`src/rtl/alu_pkg.sv`:
```
// Shared types and constants for the ALU arbiter slice.
// Opcode encodings match the ALU's Aluop input bit for bit.
package alu_pkg;

  localparam int DATA_W = 8;

  typedef enum logic [2:0] {
    AND  = 3'b000,
    OR   = 3'b001,
    XOR  = 3'b010,
    ADD  = 3'b011,
    SUB  = 3'b100,
    SLT  = 3'b101,
    SLTE = 3'b110,
    EQ   = 3'b111
  } aluop_t;

  typedef enum logic [1:0] {
    IDLE = 2'd0,
    EXEC = 2'd1,
    RESP = 2'd2
  } arb_state_t;

endpackage

```
`src/rtl/alu_arbiter_rr_pick.sv`:
```
// Combinational round-robin search: first valid requester at or after ptr,
// wrapping modulo NUM_REQ.
module rr_pick #(
  parameter int NUM_REQ = 2,
  parameter int ID_W    = (NUM_REQ > 1) ? $clog2(NUM_REQ) : 1
) (
  input  logic [NUM_REQ-1:0] valid,
  input  logic [ID_W-1:0]    ptr,
  output logic [ID_W-1:0]    grant,
  output logic               grant_any
);

  logic [2*NUM_REQ-1:0] doubled;
  logic [NUM_REQ-1:0]   rotated;

  // Rotating a doubled copy puts requester ptr at bit 0, so a fixed
  // low-to-high priority scan of the rotated vector is the round-robin order.
  assign doubled = {valid, valid};
  assign rotated = NUM_REQ'(doubled >> ptr);

  always_comb begin
    int idx;
    grant     = '0;
    grant_any = 1'b0;
    idx       = 0;
    for (int k = 0; k < NUM_REQ; k++) begin
      if (!grant_any && rotated[k]) begin
        idx = int'(ptr) + k;
        if (idx >= NUM_REQ) idx = idx - NUM_REQ;
        grant     = ID_W'(idx);
        grant_any = 1'b1;
      end
    end
  end

endmodule

```
`src/rtl/alu_arbiter.sv`:
```
// Round-robin arbiter sharing one combinational 8-bit ALU between NUM_REQ
// requesters, returning results on a single tagged response channel.
module alu_arbiter
  import alu_pkg::*;
#(
  parameter int NUM_REQ = 2,
  parameter int ID_W    = (NUM_REQ > 1) ? $clog2(NUM_REQ) : 1
) (
  input  logic                      clk,
  input  logic                      rst_n,
  input  logic [NUM_REQ-1:0]        req_valid,
  output logic [NUM_REQ-1:0]        req_ready,
  input  logic [NUM_REQ*DATA_W-1:0] req_op1,
  input  logic [NUM_REQ*DATA_W-1:0] req_op2,
  input  logic [NUM_REQ*3-1:0]      req_aluop,
  output logic [DATA_W-1:0]         alu_op1,
  output logic [DATA_W-1:0]         alu_op2,
  output logic [2:0]                alu_aluop,
  input  logic [DATA_W-1:0]         alu_result,
  input  logic                      alu_equal,
  input  logic                      alu_lessthan,
  output logic                      rsp_valid,
  input  logic                      rsp_ready,
  output logic [ID_W-1:0]           rsp_id,
  output logic [DATA_W-1:0]         rsp_result,
  output logic                      rsp_equal,
  output logic                      rsp_lessthan,
  output logic                      busy
);

  localparam logic [1:0] ST_IDLE = 2'(IDLE);
  localparam logic [1:0] ST_EXEC = 2'(EXEC);
  localparam logic [1:0] ST_RESP = 2'(RESP);

  logic [1:0]        state, state_next;
  logic [ID_W-1:0]   rr_ptr;
  logic [ID_W-1:0]   grant;
  logic              grant_any;
  logic              can_accept;
  logic              fire;
  logic [ID_W-1:0]   op_id;
  logic [DATA_W-1:0] op1_q, op2_q;
  logic [2:0]        aluop_q;
  logic [DATA_W-1:0] sel_op1, sel_op2;
  logic [2:0]        sel_aluop;

  rr_pick #(.NUM_REQ(NUM_REQ), .ID_W(ID_W)) u_pick (
    .valid     (req_valid),
    .ptr       (rr_ptr),
    .grant     (grant),
    .grant_any (grant_any)
  );

  // Gating with rst_n keeps req_ready at 0 while reset is held.
  assign can_accept = (state == ST_IDLE) || ((state == ST_RESP) && rsp_ready);
  assign fire       = rst_n && can_accept && grant_any;

  always_comb begin
    req_ready = '0;
    if (fire) req_ready[grant] = 1'b1;
  end

  always_comb begin
    sel_op1   = '0;
    sel_op2   = '0;
    sel_aluop = '0;
    for (int i = 0; i < NUM_REQ; i++) begin
      if (grant == ID_W'(i)) begin
        sel_op1   = req_op1[i*DATA_W +: DATA_W];
        sel_op2   = req_op2[i*DATA_W +: DATA_W];
        sel_aluop = req_aluop[i*3 +: 3];
      end
    end
  end

  always_comb begin
    state_next = state;
    case (state)
      ST_IDLE: if (fire) state_next = ST_EXEC;
      ST_EXEC: state_next = ST_RESP;
      ST_RESP: if (rsp_ready) state_next = fire ? ST_EXEC : ST_IDLE;
      default: state_next = ST_IDLE;
    endcase
  end

  // Response registers are separate from the operand registers so a
  // back-to-back accept in RESP cannot disturb the response being handed off.
  always_ff @(posedge clk or negedge rst_n) begin
    if (!rst_n) begin
      state        <= ST_IDLE;
      rr_ptr       <= '0;
      op_id        <= '0;
      op1_q        <= '0;
      op2_q        <= '0;
      aluop_q      <= '0;
      rsp_id       <= '0;
      rsp_result   <= '0;
      rsp_equal    <= 1'b0;
      rsp_lessthan <= 1'b0;
    end else begin
      state <= state_next;
      if (fire) begin
        op_id   <= grant;
        op1_q   <= sel_op1;
        op2_q   <= sel_op2;
        aluop_q <= sel_aluop;
        rr_ptr  <= (grant == ID_W'(NUM_REQ - 1)) ? '0 : grant + ID_W'(1);
      end
      if (state == ST_EXEC) begin
        rsp_id       <= op_id;
        rsp_result   <= alu_result;
        rsp_equal    <= alu_equal;
        rsp_lessthan <= alu_lessthan;
      end
    end
  end

  assign alu_op1   = op1_q;
  assign alu_op2   = op2_q;
  assign alu_aluop = aluop_q;
  assign rsp_valid = (state == ST_RESP);
  assign busy      = (state != ST_IDLE);

endmodule

```
`config.mk`:
```
export PLATFORM = sky130hd
export DESIGN_NAME = alu_arbiter
export DESIGN_NICKNAME = d
export VERILOG_FILES = /design/src/rtl/alu_pkg.sv /design/src/rtl/alu_arbiter_rr_pick.sv /design/src/rtl/alu_arbiter.sv
export SDC_FILE = /design/constraint.sdc
export NUM_CORES = 1
export LEC_CHECK = 0
export BUFFER_PORTS_ARGS = -buffer_cell sky130_fd_sc_hd__buf_2
export CAP_MARGIN = 0
export CORE_ASPECT_RATIO = 0.6
export CORE_MARGIN = 10
export CORE_UTILIZATION = 44
export DETAILED_ROUTE_END_ITERATION = 6
export PLACE_DENSITY = 0.81
export RECOVER_POWER = 50
export SYNTH_ARGS = -nofsm -noshare
export SYNTH_HDL_FRONTEND = slang
export SYNTH_SLANG_ARGS = --single-unit
export TNS_END_PERCENT = 100
```
`constraint.sdc`:
```
create_clock -name clk -period 1.65 [get_ports clk]
set_input_delay 0 -clock clk [delete_from_list [all_inputs] [get_ports clk]]
set_output_delay 0 -clock clk [all_outputs]
set_load 0.05 [all_outputs]
```
==> flow_summary.json <==
{
  "status": "completed",
  "rrSetupSlack_ps": 150,
  "routedWlPerCell_um": 17.96,
  "drc": 0,
  "cts_buffers": 5,
  "fin_crit_sh": 0.9676,
  "cts_setup_buffers": 0,
  "skew_ps": 3.764,
  "mostFrequentLayoutCells": "buf_2, dfrtp_1, dlygate4sd3_1",
  "insertedDiodeCount": 0,
  "min_period_ps": 1597,
  "synth_cell_type_count": 24,
  "nFillCells": 252,
  "cts_tree": "built",
  "fp.dieH_um": 66.37,
  "gr-total-overflow": 0,
  "clock-sinks": 34,
  "insertion_delay_ps": 280,
  "slew_violations": 0,
  "root_buffer": "clkbuf_8",
  "use_met3": 0.06681,
  "yosysWarnings": 0,
  "place.gp.congestion": 0.7221,
  "syn_avg_cell_area_sq_um": 11.68,
  "netlist_instances": 135,
  "crit_type": "in2out",
  "viasPerCell": 5.273,
  "die_area_sq_mm": 0.006456,
  "final_cell_area_sq_mm": 0.002395,
  "ios": 87,
  "fin_setup_tns_ps": 0,
  "final-seq-area_sq_um": 850.8,
  "hold_end": "rr_ptr",
  "relSlewSlack": 0.4942,
  "grt_pass1_wl_um": 8238,
  "portBuffers": 86,
  "placed_cell_area_sq_mm": 0.002019,
  "synth_seq_cells": 34,
  "ir_drop_mv": 0.7683,
  "layout-drive-gt1-share": 0.3804,
  "p_total_mw": 3.591,
  "hold_depth": 3,
  "drv_cap": 0,
  "hpwl_um": 3564,
  "placedCellCount": 261,
  "synth_area_sq_mm": 0.001577,
  "cp.arrival_ps": 1600,
  "crit_chain": "dlygate4sd3_1, buf_2, nor2b_2, and4_4, buf_4",
  "dr_total_vias": 1582,
  "synth_fp_nets": 188,
  "min_path_type": "in2reg",
  "synthToLayoutAreaGrowth_pct": 51.90,
  "nets": 308,
  "multi_input_area_sq_um": 624.3,
  "met1_usage": 0.1818,
  "grt_pass1_vias": 1628,
  "ctsLongestPathBuffers": 2,
  "hold_viol": 0,
  "top_usage_layer": "met2",
  "grt_max_degree": 32,
  "yosysSeqAreaShare": 0.5397,
  "finalWorstSetupSlack_ps": 53.42,
  "cp_max_fo": 11,
  "cpLargestDelayFamily": "buffers and inverters",
  "grt_usage": 0.1576,
  "start_kind": "primary input",
  "tightest_slew_ps": 758.8,
  "met2_usage": 0.2691,
  "wl_um": 5388,
  "critPathSlowestCell": "dlygate4sd3_1",
  "r2r_cells": 3,
  "drtIter0Drc": 91,
  "power_density_mw_per_mm2": 1499,
  "clk_pin_slew_worst_paths_ps": 60,
  "start_util": 0.4716,
  "holdWs_ps": 66.47,
  "postRouteAntennaNets": 0,
  "p_leak_nw": 1.143,
  "r2r_end": "alu_op2[2]",
  "slowest_delay_ps": 540,
  "layout_commonest_cell": "buf_2",
  "cp.buffers_inverters": 3,
  "instances_no_fill": 300,
  "max_freq_mhz": 626.3,
  "worst_setup_path_end_kind": "primary output",
  "place_ws_ps": 192.4,
  "die_x_um": 97.28,
  "r2r_start": "state[1]",
  "core-area_sq_mm": 0.003343,
  "dr.pass1.iters": 4,
  "rsz0062_at_grt": "false",
  "antenna_found_initial": 0,
  "std_cell_rows": 16,
  "min_from": "req_valid[0]",
  "htreeDepth": 2,
  "fin_util": 0.7163,
  "crit_required_ps": 1650,
  "setup_viol": 0
}
==> layer usage <==
metal / share of wire / vias to the layer above
li1: - / 756
met4: 0.0063 / 0
met3: 0.093 / 5
met2: 0.49 / 78
met1: 0.41 / 743
met5: 0 / -
==> kinds of logic after synthesis <==
logic type	after synthesis	synth area share
AO/OA/AOI/OAI	25	0.1444
AND/OR/NAND/NOR	51	0.1738
flip-flops	34	0.5397
buffers and inverters	15	0.07063
multiplexers	10	0.07143
==> synth_stat cells <==
library cell  count  area (sq um)
a21oi_1           1         5.000
a221o_1          19         190.2
a31oi_1           1         6.260
a41oi_1           1         8.760
and2b_1           1         7.510
and4_4            1         11.26
buf_2             5         25.02
buf_6             5         56.30
buf_8             1         15.01
clkbuf_1          2         7.510
dfrtp_1          34         850.8
inv_1             2         7.510
mux2_2           10         112.6
nand2_1          21         78.83
nand2b_1          2         12.51
nand2b_2          1         8.760
nand3_1           1         5.000
nor2_1            1         3.750
nor2b_1           2         12.51
nor2b_2           1         8.760
nor4_1           19         118.9
o211ai_1          1         7.510
o21ai_0           2         10.01
or2_2             1         6.260
==> worst reg2reg max path, cell delays in order (launching register included) <==
cell	delay (ps)
dfrtp_1	400
and2b_1	550
nor4_1	160
a221o_1	290
==> area by class of cell <==
class,instances,area share
Multi-Input combinational cell,87,0.2607
Inverter,2,0.003135
Sequential cell,34,0.3553
Clock buffer,7,0.03187
Timing Repair Buffer,125,0.3255
Tap cell,45,0.02351
==> worst max-delay path by stage <==
stage,cells past startpoint,endpoint,from,slack [ps]
2_1_floorplan,3,req_ready[1],state[0],280
3_3_place_gp,3,alu_aluop[2],state[1],210
3_5_place_dp,3,alu_op1[4],state[1],190
4_1_cts,5,req_ready[0],rst_n,30
5_1_grt,5,req_ready[0],rst_n,20
6_report,5,req_ready[0],rst_n,50
==> repair_timing <==
action / CTS / global route
cloned: 0 / 1
pin swaps: 0 / 1
gates resized for setup: 1 / 0
hold endpoints to repair: 64 / 0
hold buffers: 31 / 0
setup endpoints to repair: 1 / 1
==> power breakdown <==
part | switching, mW | internal (mW) | total (mW)
clock network | 0.267 | 0.290 | 0.556
registers | 0.165 | 1.10 | 1.26
logic | 1.29 | 0.478 | 1.77
==> sequential cells by signal, summed over array words and instances (netlist names) <==
register	count
op_id	1
rsp_result	8
rsp_lessthan	1
alu_op1	8
rsp_equal	1
state	2
rr_ptr	1
alu_aluop	3
rsp_id	1
alu_op2	8
No activity file was read; power rests on OpenSTA's default activity.
